### src/rtl/liteeth_sram_fifo_pkg.sv
// Shared widths, types and the pointer wrap helper for the LiteEth SRAM FIFO
// controller. The optional watermark outputs are built only when
// LITEETH_SRAM_FIFO_WATERMARK_EN is defined; the thresholds live here.
package liteeth_sram_fifo_pkg;

  localparam int BITS        = 32;
  localparam int WORD_DEPTH  = 384;
  localparam int ADDR_WIDTH  = 9;
  localparam int LEVEL_WIDTH = ADDR_WIDTH + 1;
  localparam int AFULL_TH    = 368;
  localparam int AEMPTY_TH   = 16;

  typedef logic [ADDR_WIDTH-1:0]  ptr_t;
  typedef logic [LEVEL_WIDTH-1:0] level_t;
  typedef logic [BITS-1:0]        word_t;

  // Depth is not a power of two, so the wrap back to zero is explicit.
  function automatic ptr_t next_ptr(input ptr_t p);
    if (p == ptr_t'(WORD_DEPTH - 1)) begin
      return '0;
    end
    return p + ptr_t'(1);
  endfunction

endpackage

### src/rtl/liteeth_sram_fifo_obuf.sv
// Two-entry first-word-first-out output buffer. It hides the SRAM read
// latency: a word read in one cycle is captured here the next cycle and
// presented on out_data. Capture and pop in the same cycle are both honoured.
module liteeth_sram_fifo_obuf
  import liteeth_sram_fifo_pkg::*;
(
  input  logic       clk,
  input  logic       rst_n,
  input  logic       flush,
  input  logic       capture,
  input  word_t      cap_data,
  input  logic       pop,
  output logic       out_valid,
  output word_t      out_data,
  output logic [1:0] buf_cnt
);

  word_t      head_q, head_d;
  word_t      tail_q, tail_d;
  logic [1:0] cnt_q, cnt_d;
  logic       pop_eff;

  // Next-state: shift on pop, then place the captured word behind what remains.
  always_comb begin
    head_d  = head_q;
    tail_d  = tail_q;
    cnt_d   = cnt_q;
    pop_eff = pop & (cnt_q != 2'd0);
    if (pop_eff) begin
      head_d = tail_q;
      cnt_d  = cnt_q - 2'd1;
    end
    if (capture) begin
      if (cnt_d == 2'd0) begin
        head_d = cap_data;
      end else begin
        tail_d = cap_data;
      end
      cnt_d = cnt_d + 2'd1;
    end
    if (flush) begin
      head_d = '0;
      tail_d = '0;
      cnt_d  = 2'd0;
    end
  end

  // Buffer storage and occupancy.
  always_ff @(posedge clk or negedge rst_n) begin
    if (!rst_n) begin
      head_q <= '0;
      tail_q <= '0;
      cnt_q  <= 2'd0;
    end else begin
      head_q <= head_d;
      tail_q <= tail_d;
      cnt_q  <= cnt_d;
    end
  end

  assign out_valid = (cnt_q != 2'd0);
  assign out_data  = head_q;
  assign buf_cnt   = cnt_q;

endmodule

### src/rtl/liteeth_sram_fifo_ctrl.sv
// Streaming FIFO controller around a 1rw1r 32x384 SRAM macro. The rw port
// only writes, the r port prefetches into a 2-entry output buffer so both
// sides sustain one word per cycle. Watermark flags are built only when
// LITEETH_SRAM_FIFO_WATERMARK_EN is defined; otherwise they are tied low.
module liteeth_sram_fifo_ctrl
  import liteeth_sram_fifo_pkg::*;
(
  input  logic                  clk,
  input  logic                  rst_n,
  input  logic                  flush,
  input  logic                  in_valid,
  output logic                  in_ready,
  input  logic [BITS-1:0]       in_data,
  output logic                  out_valid,
  input  logic                  out_ready,
  output logic [BITS-1:0]       out_data,
  output logic [ADDR_WIDTH:0]   level,
  output logic                  almost_full,
  output logic                  almost_empty,
  output logic                  sram_rw_ce,
  output logic                  sram_rw_we,
  output logic [ADDR_WIDTH-1:0] sram_rw_addr,
  output logic [BITS-1:0]       sram_rw_wd,
  output logic                  sram_r_ce,
  output logic [ADDR_WIDTH-1:0] sram_r_addr,
  input  logic [BITS-1:0]       sram_r_rd
);

  ptr_t       wr_ptr_q, wr_ptr_d;
  ptr_t       rd_ptr_q, rd_ptr_d;
  level_t     sram_cnt_q, sram_cnt_d;
  logic       inflight_q, inflight_d;
  level_t     level_q, level_d;

  logic       pop;
  logic       wr_en;
  logic       rd_en;
  logic       capture;
  logic [1:0] buf_cnt;
  logic [2:0] occ;
  logic [2:0] buf_nx;

  liteeth_sram_fifo_obuf u_obuf (
    .clk       (clk),
    .rst_n     (rst_n),
    .flush     (flush),
    .capture   (capture),
    .cap_data  (sram_r_rd),
    .pop       (pop),
    .out_valid (out_valid),
    .out_data  (out_data),
    .buf_cnt   (buf_cnt)
  );

  // Handshakes and port strobes. A read is issued only if the buffer plus the
  // word already in flight leaves room after this cycle's pop.
  always_comb begin
    pop      = out_valid & out_ready;
    in_ready = rst_n & ~flush & (sram_cnt_q < level_t'(WORD_DEPTH));
    wr_en    = in_valid & in_ready;
    occ      = {1'b0, buf_cnt} + {2'b00, inflight_q};
    rd_en    = ~flush & (sram_cnt_q != '0) & (occ < (3'd2 + {2'b00, pop}));
    capture  = inflight_q & ~flush;
  end

  assign sram_rw_ce   = wr_en;
  assign sram_rw_we   = wr_en;
  assign sram_rw_addr = wr_ptr_q;
  assign sram_rw_wd   = in_data;
  assign sram_r_ce    = rd_en;
  assign sram_r_addr  = rd_ptr_q;

  // Next-state for pointers, SRAM count, in-flight flag and the level sum.
  always_comb begin
    wr_ptr_d   = wr_ptr_q;
    rd_ptr_d   = rd_ptr_q;
    sram_cnt_d = sram_cnt_q;
    inflight_d = rd_en;
    if (wr_en) begin
      wr_ptr_d = next_ptr(wr_ptr_q);
    end
    if (rd_en) begin
      rd_ptr_d = next_ptr(rd_ptr_q);
    end
    case ({wr_en, rd_en})
      2'b10:   sram_cnt_d = sram_cnt_q + level_t'(1);
      2'b01:   sram_cnt_d = sram_cnt_q - level_t'(1);
      default: sram_cnt_d = sram_cnt_q;
    endcase
    buf_nx  = {1'b0, buf_cnt} + {2'b00, capture} - {2'b00, pop};
    level_d = sram_cnt_d + level_t'(inflight_d) + level_t'(buf_nx);
    if (flush) begin
      wr_ptr_d   = '0;
      rd_ptr_d   = '0;
      sram_cnt_d = '0;
      inflight_d = 1'b0;
      level_d    = '0;
    end
  end

  // Controller state registers.
  always_ff @(posedge clk or negedge rst_n) begin
    if (!rst_n) begin
      wr_ptr_q   <= '0;
      rd_ptr_q   <= '0;
      sram_cnt_q <= '0;
      inflight_q <= 1'b0;
      level_q    <= '0;
    end else begin
      wr_ptr_q   <= wr_ptr_d;
      rd_ptr_q   <= rd_ptr_d;
      sram_cnt_q <= sram_cnt_d;
      inflight_q <= inflight_d;
      level_q    <= level_d;
    end
  end

  assign level = level_q;

`ifdef LITEETH_SRAM_FIFO_WATERMARK_EN
  logic afull_q;
  logic aempty_q;

  // Watermarks track the same next value that loads level.
  always_ff @(posedge clk or negedge rst_n) begin
    if (!rst_n) begin
      afull_q  <= 1'b0;
      aempty_q <= 1'b1;
    end else begin
      afull_q  <= (level_d >= level_t'(AFULL_TH));
      aempty_q <= (level_d <= level_t'(AEMPTY_TH));
    end
  end

  assign almost_full  = afull_q;
  assign almost_empty = aempty_q;
`else
  assign almost_full  = 1'b0;
  assign almost_empty = 1'b0;
`endif

endmodule
### config.mk
export PLATFORM = sky130hd
export DESIGN_NAME = liteeth_sram_fifo_ctrl
export DESIGN_NICKNAME = d
export VERILOG_FILES = /design/src/rtl/liteeth_sram_fifo_pkg.sv /design/src/rtl/liteeth_sram_fifo_obuf.sv /design/src/rtl/liteeth_sram_fifo_ctrl.sv
export SDC_FILE = /design/constraint.sdc
export NUM_CORES = 1
export LEC_CHECK = 0
export CORE_MARGIN = 2
export CORE_UTILIZATION = 52
export CTS_CLUSTER_SIZE = 25
export DETAILED_ROUTE_END_ITERATION = 7
export PLACE_DENSITY = 0.87
export SLEW_MARGIN = 20
export SYNTH_ARGS = -nofsm -noshare
export SYNTH_HDL_FRONTEND = slang
export SYNTH_SLANG_ARGS = --single-unit
### constraint.sdc
create_clock -name clk -period 6.25 [get_ports clk]
set_input_delay 1.875 -clock clk [delete_from_list [all_inputs] [get_ports clk]]
set_output_delay 1.875 -clock clk [all_outputs]
set_load 0.01 [all_outputs]
==> results of run 1 <==
[metrics by stage]
step	cells	hold slack [ns]	setup WS, ns	power, mW	util
finish	786	0.517	0.653	2.67	0.624
global route	786	0.531	0.503	2.86	0.624
CTS	786	0.519	0.668	2.67	0.623
detailed placement	770	0.492	0.615	2.28	0.607
global placement	770	0.487	0.703	2.22	0.607
floorplan	591	0.473	1.08	1.85	-
[per-layer routing]
metal	GRT usage	wire, um	up-vias	part of all wire
li1	-	-	2151	-
met1	0.334	6130	2261	0.46
met2	0.365	6190	179	0.46
met3	0.0476	908	19	0.068
met4	0.0742	194	0	0.014
met5	0	0	-	0
[critical path, cell delays in order]
cell and delay, ns:
clkdlybuf4s50_1 0.46, nand2b_1 0.08, o21ai_0 0.16, nand3_1 0.22, inv_1 0.32, clkdlybuf4s50_1 0.60
[power groups by stage]
stage / combinational (mW) / sequential (mW) / clock (mW)
after global placement: 1.24 / 0.976 / 0
after floorplan: 0.855 / 0.995 / 0
after global routing: 1.44 / 0.995 / 0.426
after detailed placement: 1.30 / 0.980 / 0
final: 1.31 / 0.976 / 0.387
after CTS: 1.30 / 0.974 / 0.397
[cells in the final DEF, fill, tap and decap left out, types with 5 or more instances in the layout]
| master | netlist | layout |
|---|---|---|
| clkbuf_8 | 0 | 10 |
| nand2_1 | 84 | 83 |
| a21oi_1 | 17 | 17 |
| a22o_1 | 29 | 29 |
| dfrtp_1 | 105 | 105 |
| o21ai_0 | 13 | 13 |
| inv_1 | 16 | 16 |
| buf_4 | 35 | 9 |
| nor2_1 | 69 | 69 |
| a311oi_1 | 32 | 32 |
| mux2i_1 | 11 | 11 |
| nor3_1 | 6 | 6 |
| nand2b_1 | 7 | 7 |
| clkdlybuf4s50_1 | 0 | 99 |
| ha_1 | 19 | 19 |
| nor4_1 | 5 | 5 |
| nor3b_1 | 6 | 6 |
| xnor2_1 | 8 | 8 |
| nor2b_1 | 10 | 8 |
| nand3_1 | 10 | 10 |
[cells by family after synthesis]
family / share of synthesized area
and+or+nand+nor: 0.183
AOI/OAI and AO/OA: 0.175
DFF: 0.463
buffers and inverters: 0.0819
adders and majority gates: 0.0561
xor gates and xnor gates: 0.0185
muxes: 0.0214
other: 0.000661
[worst paths after layout]
| kind | endpoint | slack (ns) | cells past startpoint |
|---|---|---|---|
| worst min register to register | u_obuf.tail_q[12] | 0.52 | 1 |
| worst max-delay path | sram_r_ce | 0.65 | 6 |
| min in group asynchronous | u_obuf.out_data[22] | 1.72 | 2 |
| max in group asynchronous | sram_cnt_q[5] | 3.48 | 3 |
| worst min-delay path | u_obuf.tail_q[12] | 0.52 | 1 |
| worst max register to register | level[8] | 2.08 | 18 |
[registers in the layout, indices dropped and copies added (netlist names)]
signal	cells
u_obuf.tail_q	32
u_obuf.buf_cnt	2
sram_cnt_q	10
u_obuf.out_data	32
level	10
sram_r_addr	9
sram_rw_addr	9
inflight_q	1
[layout make-up]
class                      instances  area [sq um]  area share
sequential                       105          2630       0.392
tap                              140           175      0.0261
clock buffer                      11           141      0.0211
multi-input combinational        398          2600       0.388
inverter                          18          67.6      0.0101
clock inverter                     5          31.3     0.00466
timing repair buffer             109          1060       0.158
[cells in the mapped netlist, types with 5 or more instances]
master / n / area (sq um)
dfrtp_1: 105 / 2630
nand2_1: 84 / 315
nor2_1: 69 / 259
buf_4: 35 / 263
a311oi_1: 32 / 280
clkbuf_1: 30 / 113
a22o_1: 29 / 254
ha_1: 19 / 238
a21oi_1: 17 / 85.1
inv_1: 16 / 60.1
o21ai_0: 13 / 65.1
mux2i_1: 11 / 110
nand3_1: 10 / 50.1
nor2b_1: 10 / 62.6
xnor2_1: 8 / 70.1
nand2b_1: 7 / 43.8
nor3_1: 6 / 30.0
nor3b_1: 6 / 45.0
nor4_1: 5 / 31.3
==> flow_metrics.env, run 1 <==
export IMPL_status="complete, no violations"
export IMPL_port_buffers=101
export IMPL_drc=0
export IMPL_arrival_ns=3.72
export IMPL_placed_area_sq_mm=0.00652
export IMPL_drt_total_wl_um=13400
export IMPL_antenna_found_initial=0
export IMPL_synth_cell_types=62
export IMPL_ys_flop_type="dfrtp_1"
export IMPL_synth_async_reset_ratio=1.00
export IMPL_clock_latency_ns=0.37
export IMPL_p_seq_frac=0.365
export IMPL_gp_congestion=0.921
export IMPL_hold_path_class="register to register"
export IMPL_fmax_mhz=179
export IMPL_initial_core_util=0.528
export IMPL_core_area_sq_mm=0.0107
export IMPL_setup_violations=0
export IMPL_peakVddDrop_v=0.000174
export IMPL_period_needed_ns=5.60
export IMPL_cts_root_buffer="clkbuf_8"
export IMPL_syn_area_sq_mm=0.00567
export IMPL_htree_levels=3
export IMPL_grt_start_max_net_pins=65
export IMPL_final_nets=733
export IMPL_cellLeakagePower_nw=2.97
export IMPL_cp_start_kind="input port"
export IMPL_p_int_mw=1.60
export IMPL_avgSynthCellArea_sq_um=9.61
export IMPL_grt_ovfl_total=0
export IMPL_hold_viol_final=0
export IMPL_skew_ns=0.00662
export IMPL_swShare=0.400
export IMPL_grt_pass1_vias=4456
export IMPL_via_per_inst=5.87
export IMPL_r2r_start="u_obuf.buf_cnt[1]"
export IMPL_cts_setup_buffers=0
export IMPL_crit_required_ns=4.38
export IMPL_ant_nets=0
export IMPL_ys_warn_count=0
export IMPL_cts_made_buffers=9
export IMPL_wl_per_cell_um=17.1
export IMPL_dieArea_sq_mm=0.0118
export IMPL_hpwlAfterDp_um=9140
export IMPL_slew_headroom=0.473
export IMPL_path_class="input port to output port"
export IMPL_seq_area_frac_synth=0.463
export IMPL_fin_crit_sh=0.895
export IMPL_grt_usage=0.236
export IMPL_ios=168
export IMPL_final_design_area_no_fill_sq_mm=0.00671
export IMPL_cts_tree="done"
export IMPL_p_comb_frac=0.490
export IMPL_end_kind="output port"
export IMPL_synth_seq_cells=105
export IMPL_worstPathMaxFanout=9
export IMPL_switchingPower_mw=1.07
export IMPL_die_h_um=108
export IMPL_clk_pin_slew_worst_paths_ns=0.09
export IMPL_num_vias=4610
export IMPL_crit_start="out_ready"
export IMPL_drt_first_pass_iters=4
export IMPL_cts_sinks=105
export IMPL_fillers=903
export IMPL_slew_viol_final=0
export IMPL_drive_gt1_frac=0.0635
export IMPL_pwr_share_clk=0.145
export IMPL_grt_pass1_wl_um=21900
export IMPL_min_from="u_obuf.tail_q[12]"
export IMPL_hold_buffers=0
export IMPL_num_rows=38
export IMPL_powerDensity_mw_per_mm2=398
export IMPL_max_slew_worst_pin_slew_ns=0.790
export IMPL_drtIter0Drc=207
export IMPL_synth_edff_count=0
export IMPL_insertedDiodeCount=0
export IMPL_clock_path_buffers=2
export IMPL_area_growth_pct=18.4
export IMPL_rsz0062_at_grt="false"
export IMPL_fin_setup_tns_ns=0
export IMPL_drv_cap=0
export IMPL_die_x_um=108
export IMPL_postSynthCellCount=590
export IMPL_cts_repair_resized=0
(Power assumes the default switching activity.)
==> run 2: changes to the inputs <==
PLACE_DENSITY = 0.95   (was 0.87)
==> run 2 against run 1 <==
Compared with the run above:
- maximum frequency fell by 0.74%
- hold slack got worse by 0.0016 ns
- count of clock-buffer cells in the layout fell by 2
- power rose by 2.2%
- register-to-register slack got worse by 0.29 ns
- sequential power barely moved
- core utilization barely moved
- clock skew rose by 0.0094 ns
- global-route usage rose by 1.1 points
- largest cell class unchanged
==> flow_metrics.env, run 2 (synthesis results as in run 1) <==
export IMPL_status="complete, no violations"
export IMPL_p_comb_frac=0.493
export IMPL_cellLeakagePower_nw=2.97
export IMPL_max_stage_delay_ns=0.61
export IMPL_slew_viol_final=0
export IMPL_rsz0062_at_grt="false"
export IMPL_drtIter0Drc=353
export IMPL_cts_setup_buffers=0
export IMPL_drt_total_wl_um=14200
export IMPL_crit_required_ns=4.38
export IMPL_via_per_inst=6.12
export IMPL_grt_start_max_net_pins=73
export IMPL_cts_made_buffers=9
export IMPL_cts_tree="done"
export IMPL_cp_start_kind="input port"
export IMPL_skew_ns=0.0161
export IMPL_ios=168
export IMPL_hold_path_class="register to register"
export IMPL_r2r_setup_slack_ns=1.79
export IMPL_area_growth_pct=18.5
export IMPL_core_area_sq_mm=0.0107
export IMPL_p_seq_frac=0.358
export IMPL_seqCellArea_sq_mm=0.00263
export IMPL_cts_repair_resized=0
export IMPL_cp_common_cell="clkdlybuf4s50_1"
export IMPL_grt_ovfl_total=0
export IMPL_grt_usage=0.247
export IMPL_drt_first_pass_iters=5
export IMPL_clk_pin_slew_worst_paths_ns=0.10
export IMPL_grt_pass1_vias=4818
export IMPL_period_needed_ns=5.64
export IMPL_cts_root_buffer="clkbuf_8"
export IMPL_grt_pass1_wl_um=23200
export IMPL_dieArea_sq_mm=0.0118
export IMPL_end_kind="output port"
export IMPL_slowest_stage="clkdlybuf4s50_1"
export IMPL_drive_gt1_frac=0.0636
export IMPL_htree_levels=3
export IMPL_worstPathMaxFanout=9
export IMPL_layout_commonest_cell="dfrtp_1"
export IMPL_switchingPower_mw=1.13
export IMPL_peakVddDrop_v=0.000193
export IMPL_drv_cap=0
export IMPL_hold_buffers=0
export IMPL_wl_per_cell_um=18.1
export IMPL_hold_viol_final=0
export IMPL_power_mw=2.73
export IMPL_antenna_found_initial=1
export IMPL_port_buffers=101
export IMPL_multi_input_area_sq_mm=0.00260
export IMPL_fmax_mhz=177
export IMPL_final_nets=732
export IMPL_gp_congestion=0.855
export IMPL_pwr_share_clk=0.149
export IMPL_drc=0
export IMPL_p_int_mw=1.60
export IMPL_crit_path_cell_trace="clkdlybuf4s50_1 -> nand2b_1 -> o21ai_0 -> nand3_1 -> inv_1 -> clkdlybuf4s50_1"
export IMPL_hpwlAfterDp_um=9630
export IMPL_setup_violations=0
export IMPL_fillers=869
export IMPL_insertedDiodeCount=0
export IMPL_arrival_ns=3.76
export IMPL_path_class="input port to output port"
export IMPL_max_slew_worst_pin_slew_ns=0.782
export IMPL_num_vias=4808
export IMPL_slew_headroom=0.479
export IMPL_final_cell_mix="105 x dfrtp_1, 99 x clkdlybuf4s50_1, 83 x nand2_1"
export IMPL_die_h_um=108
export IMPL_swShare=0.412
export IMPL_cts_sinks=105
export IMPL_die_x_um=108
export IMPL_powerDensity_mw_per_mm2=407
export IMPL_clock_path_buffers=2
export IMPL_fin_crit_sh=0.902
export IMPL_fin_setup_tns_ns=0
export IMPL_ant_nets=0
export IMPL_num_rows=38
export IMPL_clock_latency_ns=0.36
export IMPL_initial_core_util=0.528
## run 2: path summary, 6_finish.rpt
kind	startpoint	end	cells past startpoint
setup reg to reg	u_obuf.buf_cnt[1]	level[8]	18
hold / removal	u_obuf.tail_q[29]	u_obuf.tail_q[29]	1
hold reg to reg	u_obuf.tail_q[29]	u_obuf.tail_q[29]	1
max in group asynchronous	rst_n	u_obuf.tail_q[18]	3
min in group asynchronous	rst_n	u_obuf.buf_cnt[1]	2
setup / recovery	out_ready	sram_r_ce	6
## run 2: final cells by class
cell class              count  area share
clock buffers               9      0.0184
clock inverters             7     0.00913
inverters                  18      0.0101
multi-input cells         398       0.388
flip-flops and latches    105       0.391
well taps                 140      0.0261
repair buffers            108       0.157
## run 2: worst max-delay path, delay by kind of cell
| family | cells | cell delay (ns) |
|---|---|---|
| and+or+nand+nor | 2 | 0.32 |
| buffers and inverters | 3 | 1.41 |
| AOI/OAI and AO/OA | 1 | 0.15 |
## run 2: per-stage QoR
| step | setup slack (ns) | hold WS (ns) | std cells | util | area (sq um) |
|---|---|---|---|---|---|
| floorplan | 1.08 | 0.473 | 591 | - | 5670 |
| global placement | 0.717 | 0.487 | 769 | 0.606 | 6520 |
| detailed placement | 0.434 | 0.491 | 769 | 0.606 | 6520 |
| CTS | 0.637 | 0.519 | 785 | 0.624 | 6700 |
| global route | 0.475 | 0.540 | 785 | 0.625 | 6720 |
| finish | 0.612 | 0.515 | 785 | 0.625 | 6720 |
## run 2: power groups by stage
stage	logic (mW)	registers, mW	clock network (mW)
finish	1.35	0.977	0.407
global route	1.47	0.995	0.436
CTS	1.33	0.975	0.411
detailed placement	1.32	0.980	0
global placement	1.24	0.978	0
floorplan	0.855	0.995	0
## run 2: metal layers
metal | vias up | share of wire | global-route usage
li1 | 2151 | - | -
met1 | 2387 | 0.40 | 0.311
met2 | 224 | 0.50 | 0.414
met3 | 44 | 0.081 | 0.0633
met4 | 2 | 0.019 | 0.0861
met5 | - | 0.0011 | 0
